<file path="src/rtl/vout_udpoti_multi.sv">
// Round-robin driver for several X9C-style up/down pots sharing UPDOWN/INCREMENT, one CS_N each.
// Optional VOUT_UDPOTI_STORE_EN: a grant that reaches its target deselects with INC high (NV store).
module vout_udpoti_multi #(
    parameter int CHANNELS   = 2,
    parameter int RESOLUTION = 100,
    parameter int SPEED      = 100000,
    parameter int BURST      = 8
) (
    input  logic                   clk,
    input  logic                   rst,
    input  logic [32*CHANNELS-1:0] value,
    output logic                   UPDOWN,
    output logic                   INCREMENT,
    output logic [CHANNELS-1:0]    CS_N,
    output logic                   busy
);

    localparam int PW = $clog2(RESOLUTION + 2);
    localparam int CW = (CHANNELS > 1) ? $clog2(CHANNELS) : 1;
    localparam int BW = $clog2(BURST + 2);
    localparam int TW = $clog2(SPEED + 2);

    typedef enum logic [2:0] {
        HOME_SEL,
        HOME_LOW,
        HOME_HIGH,
        IDLE,
        STEP,
        HOLD,
`ifdef VOUT_UDPOTI_STORE_EN
        STORE,
`endif
        REL
    } state_t;

    state_t              state_reg, state_next;
    logic [TW-1:0]       tick_cnt_reg;
    logic                tick;
    logic [PW-1:0]       home_cnt_reg, home_cnt_next;
    logic [BW-1:0]       burst_reg, burst_next;
    logic [CW-1:0]       rr_reg, rr_next, cur_reg, cur_next, pick, rr_adv;
    logic                updown_reg, updown_next;
    logic                inc_reg, inc_next;
    logic                busy_reg, busy_next;
    logic [CHANNELS-1:0] cs_n_reg, cs_n_next;
    logic [CHANNELS-1:0] need_vec, up_vec;
    logic [CW:0]         arb_idx;
    logic                found, hold_go, step_en;

    // Everything else advances only on the cycle the divider reads zero.
    assign tick = (tick_cnt_reg == '0);

    always_ff @(posedge clk) begin
        if (rst || tick) tick_cnt_reg <= TW'(SPEED);
        else             tick_cnt_reg <= tick_cnt_reg - 1'b1;
    end

    assign step_en = tick && (state_reg == STEP);

    genvar gi;
    for (gi = 0; gi < CHANNELS; gi++) begin : g_ch
        logic [PW-1:0] tgt;
        logic [PW-1:0] pos_reg;

        assign tgt = (value[32*gi +: 32] > 32'(RESOLUTION)) ? PW'(RESOLUTION) : value[32*gi +: PW];
        assign need_vec[gi] = (tgt != pos_reg);
        assign up_vec[gi]   = (tgt > pos_reg);

        always_ff @(posedge clk) begin
            if (rst)
                pos_reg <= '0;
            else if (step_en && (cur_reg == CW'(gi)))
                pos_reg <= updown_reg ? pos_reg + 1'b1 : pos_reg - 1'b1;
        end
    end

    // First channel at or after the round-robin pointer that still needs to move.
    always_comb begin
        found   = 1'b0;
        pick    = rr_reg;
        arb_idx = '0;
        for (int i = 0; i < CHANNELS; i++) begin
            arb_idx = {1'b0, rr_reg} + (CW+1)'(i);
            if (arb_idx >= (CW+1)'(CHANNELS)) arb_idx = arb_idx - (CW+1)'(CHANNELS);
            if (!found && need_vec[arb_idx[CW-1:0]]) begin
                found = 1'b1;
                pick  = arb_idx[CW-1:0];
            end
        end
    end

    assign hold_go = need_vec[cur_reg] && (burst_reg < BW'(BURST)) && (up_vec[cur_reg] == updown_reg);
    assign rr_adv  = (cur_reg == CW'(CHANNELS - 1)) ? '0 : cur_reg + 1'b1;

    always_ff @(posedge clk) begin
        if (rst) begin
            state_reg    <= HOME_SEL;
            home_cnt_reg <= PW'(RESOLUTION);
            burst_reg    <= '0;
            rr_reg       <= '0;
            cur_reg      <= '0;
            updown_reg   <= 1'b0;
            inc_reg      <= 1'b1;
            busy_reg     <= 1'b1;
            cs_n_reg     <= '1;
        end else begin
            state_reg    <= state_next;
            home_cnt_reg <= home_cnt_next;
            burst_reg    <= burst_next;
            rr_reg       <= rr_next;
            cur_reg      <= cur_next;
            updown_reg   <= updown_next;
            inc_reg      <= inc_next;
            busy_reg     <= busy_next;
            cs_n_reg     <= cs_n_next;
        end
    end

    always_comb begin
        state_next = state_reg;
        if (tick) begin
            case (state_reg)
                HOME_SEL:  state_next = (RESOLUTION == 0) ? REL : HOME_LOW;
                HOME_LOW:  state_next = HOME_HIGH;
                HOME_HIGH: state_next = (home_cnt_reg != '0) ? HOME_LOW : REL;
                IDLE:      if (found) state_next = STEP;
                STEP:      state_next = HOLD;
                HOLD: begin
                    if (hold_go)                 state_next = STEP;
`ifdef VOUT_UDPOTI_STORE_EN
                    else if (!need_vec[cur_reg]) state_next = STORE;
`endif
                    else                         state_next = REL;
                end
`ifdef VOUT_UDPOTI_STORE_EN
                STORE:     state_next = IDLE;
`endif
                REL:       state_next = IDLE;
                default:   state_next = HOME_SEL;
            endcase
        end
    end

    always_comb begin
        home_cnt_next = home_cnt_reg;
        burst_next    = burst_reg;
        rr_next       = rr_reg;
        cur_next      = cur_reg;
        updown_next   = updown_reg;
        inc_next      = inc_reg;
        busy_next     = busy_reg;
        cs_n_next     = cs_n_reg;
        if (tick) begin
            case (state_reg)
                HOME_SEL: begin
                    updown_next = 1'b0;
                    if (RESOLUTION != 0) cs_n_next = '0;
                end
                HOME_LOW: begin
                    inc_next      = 1'b0;
                    home_cnt_next = home_cnt_reg - 1'b1;
                end
                HOME_HIGH: begin
                    if (home_cnt_reg != '0) inc_next  = 1'b1;
                    else                    cs_n_next = '1;
                end
                IDLE: begin
                    if (found) begin
                        cur_next    = pick;
                        cs_n_next   = ~(CHANNELS'(1) << pick);
                        updown_next = up_vec[pick];
                        burst_next  = '0;
                    end
                end
                STEP: begin
                    inc_next   = 1'b0;
                    burst_next = burst_reg + 1'b1;
                end
                HOLD: begin
                    if (hold_go)                 inc_next = 1'b1;
`ifdef VOUT_UDPOTI_STORE_EN
                    else if (!need_vec[cur_reg]) inc_next = 1'b1;
`endif
                    else                         cs_n_next[cur_reg] = 1'b1;
                end
`ifdef VOUT_UDPOTI_STORE_EN
                STORE: begin
                    cs_n_next[cur_reg] = 1'b1;
                    rr_next            = rr_adv;
                end
`endif
                REL: begin
                    inc_next  = 1'b1;
                    busy_next = 1'b0;
                    // The release that ends homing leaves the pointer alone.
                    if (!busy_reg) rr_next = rr_adv;
                end
                default: ;
            endcase
        end
    end

    assign UPDOWN    = updown_reg;
    assign INCREMENT = inc_reg;
    assign CS_N      = cs_n_reg;
    assign busy      = busy_reg;

endmodule

</file>
<file path="config.mk">
export PLATFORM = sky130hd
export DESIGN_NAME = vout_udpoti_multi
export DESIGN_NICKNAME = d
export VERILOG_FILES = /design/src/rtl/vout_udpoti_multi.sv
export SDC_FILE = /design/constraint.sdc
export NUM_CORES = 1
export LEC_CHECK = 0
export CORE_MARGIN = 5
export CORE_UTILIZATION = 53
export CTS_BUF_LIST = sky130_fd_sc_hd__clkbuf_8
export CTS_CLUSTER_DIAMETER = 40
export DETAILED_ROUTE_END_ITERATION = 8
export PLACE_DENSITY = 0.83
export SETUP_SLACK_MARGIN = 0.5
export SLEW_MARGIN = 10
export SYNTH_ARGS = -nofsm -noshare
export SYNTH_HDL_FRONTEND = slang
export SYNTH_SLANG_ARGS = --single-unit
</file>
<file path="constraint.sdc">
create_clock -name clk -period 4.35 [get_ports clk]
set_clock_uncertainty 0.15 [all_clocks]
set_input_delay 0.87 -clock clk [delete_from_list [all_inputs] [get_ports clk]]
set_output_delay 0.87 -clock clk [all_outputs]
set_load 0.01 [all_outputs]
</file>
# After elaboration in Yosys (flattened, before gate mapping)
# Index checks and enable logic that the tools add are counted.
# classes
reduce_logical,26
eq_ne,14
n_lt_le_gt_ge,12
shifts,1
muxes,38
add_sub_neg,11
bitwise,4
# op_table
cell,n
$gt 32x7->1 const B,2
$mux 7,4
$mux 1,21
$pmux 3 s7,1
$sub 7x1->7 const B,3
$logic_not 17->1,1
$sub 17x1->17 const B,1
$add 7x1->7 const B,2
$gt 7x7->1,2
$ne 7x7->1,2
$reduce_and 3->1,4
$ne 2x2->1 const B,5
$eq 3x3->1 const B,3
$lt 1x2->1 const B,4
$mux 2,4
$pmux 2 s4,1
$pmux 4 s2,1
$reduce_bool 4->1,2
$logic_and 1x1->1,7
$reduce_bool 7->1,1
$eq 3x2->1 const B,2
$mux 3,2
$reduce_and 2->1,3
$reduce_and 5->1,1
other kinds (24),27
# word_totals
ff_bits,52
output_inout_bits,5
inputBits,66

# Longest topological paths before layout
# logic_depth
word_depth,13
depth_mapped,12
mapped_depth_nobuf,12

# Worst setup path before layout
# Ideal clock, no wire load.
# synth_timing
path_kind,input port to flip-flop
startpoint,input value[28]
endpoint,"register cs_n_reg[1], in the netlist CS_N[1]"
stages,12
t_required_ns,4.084
setup_time_ns,0.116
t_arrival_ns,3.411
setup_slack_ns,0.674
cell_sequence,nor4_1 > nand3_1 > a311oi_1 > and2_1 > ha_1 > nand4_1 > nor2_1 > o21bai_1 > o22ai_1 > mux2_2 > a211o_1 > and3_1
# synth_between
elab_chain_cells,13
# synth_lines
item,line_no,rtl
"start, declared",11,"input logic [32*CHANNELS-1:0] value,"
$gt 32x7->1 (*),65,assign tgt = (value[32*gi +: 32] > 32'(RESOLUTION)) ? PW'(RESOLUTION) : value[32*gi +: PW];
$mux 7 (*),65,
$ne 7x7->1,66,assign need_vec[gi] = (tgt != pos_reg);
$mux 1 (not written as such) (2 in a row),85,if (!found && need_vec[arb_idx[CW-1:0]]) begin
$mux 1,85,
$logic_not 1->1,85,
$logic_and 1x1->1,85,
$mux 1,85,
$shl 1x1->2,170,cs_n_next = ~(CHANNELS'(1) << pick);
$not 2->2,170,
$mux 2,168,if (found) begin
$pmux 2 s4,154,case (state_reg)
"end signal, assigned",115,cs_n_reg <= cs_n_next;
"end, declared",45,"logic [CHANNELS-1:0] cs_n_reg, cs_n_next;"
# Every way passes the cells marked *; elsewhere a longest branch is shown, timed or not. The select of a mux whose other input is x is not followed.
# A chain may end at the register's enable or synchronous reset.

# Worst setup path in the final report
# layout_timing
startpoint,input value[59]
endpoint,"register cs_n_reg[1], in the netlist CS_N[1]"
# The elaborated chain is that of the path after synthesis.

==> summary.txt <==
Status
  • Outcome: complete, no violations

Clock tree
  • Clock buffer count from CTS: 5
  • CTS tree: built
  • Latest clock arrival within the worst-skew pair: about 0.32 ns
  • Clock sinks: 52
  • Reg clk slew, reported paths: 0.10 ns
  • Clock root buffer master: clkbuf_8
  • CTS H-tree depth: 2
  • Longest Clk Path Bufs: 2

Synthesis
  • Synthesized instance count: just over 400
  • Sequential area share after synthesis: 30.9%
  • Syn_nets: between 500 and 600
  • Top_reg_cell synth: dfxtp_1
  • Post-synth top cells: nor2_1, dfxtp_1, a21oi_1, ha_1, nand2_1
  • EDFF count, synth: 0
  • Syn_area_per_cell: between 8 and 9 um^2
  • Asr flop ratio synth: 0%
  • Dominant cell type by area after synthesis: dfxtp_1
  • Mapped cell area: ~3400 um^2
  • Post-synth cell types: between 50 and 60
  • Most common cell in the synthesized netlist: nor2_1
  • Top cells by area, synth: dfxtp_1, ha_1, nor2_1, xnor2_1, a21oi_1
  • Yosys top cell area share: 30.9%
  • Ys Warns: 0
  • Flops & latches, synth: 52

Setup path
  • Worst-case reg-to-reg path depth: 7
  • CP Data Arrival Time: around 4.0 ns
  • Critical Path Fanout Max: 4
  • CP Capture Type: flip-flop
  • Flop-to-flop setup slack: around 1.2 ns
  • R2r startpoint: tick_cnt_reg[5]
  • Critical path type: primary input to flip-flop
  • Startpoint types: primary input
  • Worst Path Required: roughly 4.4 ns
  • Reg-to-reg endpoint: g_ch[1].pos_reg[6]

Route
  • Via density per instance: between 5 and 6
  • TritonRoute pass-1 iters: 5
  • Via count: 3344
  • Final antenna-violating net count: 0
  • WL/cell: 17.3 um
  • Iter 0 DRT Violations: 350
  • Post-Route WL: approximately 9.8 mm
  • # DRC: 0

GRT
  • Gr ovfl total: 0
  • Gr usage total: a little over a fifth
  • Largest net degree at the start of global routing: 25
  • First-pass GRT wire length: 13.4 mm
  • Antenna violations before repair: 0
  • Vias in the first global route: 3041

Final layout
  • Max FFs per register: 17
  • Filler cell count in the final layout: 423
  • Layout area overhead: 39.1%
  • Ant. Diodes: 0
  • Share of layout cells above drive strength 1: ~15%
  • Fin nets: 582

Floorplanning
  • Starting density of the core: a little over half
  • Die Ht: ~90 um
  • I/O pin count: 71
  • Row count: 29
  • Die width: between 80 and 90 um
  • Full die area: just over 8000 um^2
  • Total core area: approximately 6300 um^2

Place
  • DPL Wire Length: roughly 6.2 mm
  • Number of port buffers: 70
  • GP Congestion: roughly 0.90

Hold path
  • Worst Hold Launch: tick_cnt_reg[0]
  • Min-delay worst type: flip-flop to flip-flop
  • Worst Hold End: tick_cnt_reg[0]
  • Hold path cells: 1

Timing
  • Final count of hold timing violations: 0
  • FMAX: 256 MHz
  • Final Critical Period: roughly 4 ns
  • Hold slack final: 0.342 ns
  • Max_slew headroom: a little under two fifths
  • RSZ-0062 raised after global routing: false
  • Slew Viols, Final: 0
  • Final setup vio count: 0
  • Final Cycle Share: 89.7%
  • Measured slew at the worst slew-check pin: 0.925 ns

Pwr
  • Leakage: approximately 1.9 nW
  • Max VDD drop: between 0.15 and 0.2 mV
  • Design Power: between 0.0009 and 0.001 W
  • PwrDens: 195 nW/um^2

Job
  • # Max-Cap Violations: 0
[cells by family after synthesis]
group / share of synthesized area [%]
adders and majority gates: 11.2
AOI/OAI and AO/OA: 15.9
xor gates and xnor gates: 8.59
and+or+nand+nor: 26.7
muxes: 2.42
DFF: 30.9
buffers and inverters: 4.28
[worst max-delay path, cell delays in order]
cell,delay [ns]
clkdlybuf4s50_1,0.46
nor4_2,0.25
nand4_1,0.21
buf_4,0.18
or3_4,0.39
ha_4,0.23
and4_4,0.17
a21o_1,0.20
a21oi_2,0.19
nand3_1,0.10
mux2_4,0.33
a211o_1,0.25
and3_1,0.14
[layout make-up]
class,count,area [um^2],share of cell area (%)
multi-input combinational,324,2510,53.7
sequential,52,1040,22.2
timing repair buffer,81,850,18.2
tap,77,96.3,2.06
inverter,23,86.3,1.84
clock buffer,6,82.6,1.76
clock inverter,2,10.0,0.214
[worst max-delay path by stage]
stage	startpoint	end	slack (ns)	cells after the start
global placement	value[50]	CS_N[1]	0.14	14
finish	value[59]	CS_N[1]	0.45	13
floorplan	value[28]	CS_N[1]	0.67	12
global route	value[0]	CS_N[1]	0.32	14
detailed placement	value[43]	CS_N[1]	-0.004	14
CTS	value[63]	CS_N[1]	0.50	13
[cells in the final DEF, fill, tap and decap left out, types with 8 or more instances in the layout]
cell              n
dfxtp_1          52
ha_1             16
buf_4            11
nor4_2            9
a211oi_1          8
nand3_1          10
nor3_1           13
nand2_1          25
o21ai_0          14
ha_4             11
dlymetal6s2s_1   29
nor2_1           53
a21oi_1          23
xnor2_1          20
clkdlybuf4s50_1  36
inv_1            23
xor2_1           13
nand2b_1          9
[what timing repair did]
item,CTS,global route
hold buffers,0,0
setup buffers,4,3
gates resized for setup,24,64
setup endpoints to repair,4,11
pin swaps,14,35
[per-stage QoR]
step / TNS [ns] / cells / setup WS [ns] / utilization (%) / instance area, um^2
2_1_floorplan: 0 / 412 / 0.674 / - / 3360
3_3_place_gp: 0 / 550 / 0.135 / 65.9 / 4130
3_5_place_dp: -0.00449 / 550 / -0.00449 / 65.9 / 4130
4_1_cts: 0 / 562 / 0.500 / 69.5 / 4360
5_1_grt: 0 / 565 / 0.322 / 74.5 / 4680
6_report: 0 / 565 / 0.448 / 74.5 / 4680
[metal layers]
layer,vias to the layer above,track usage (%),share of wire [%]
met5,-,0,0
met2,123,34.6,51
met3,37,3.47,6.0
li1,1620,-,-
met1,1564,27.3,39
met4,0,7.58,4.0
[where the power goes]
part,leakage [nW],switching [W],internal (W)
sequential,0.421,0.0000134,0.000489
clock,0.0510,0.000165,0.000127
combinational,1.44,0.0000463,0.0000716
total,1.91,0.000225,0.000688
No activity file was read; power rests on OpenSTA's default activity.
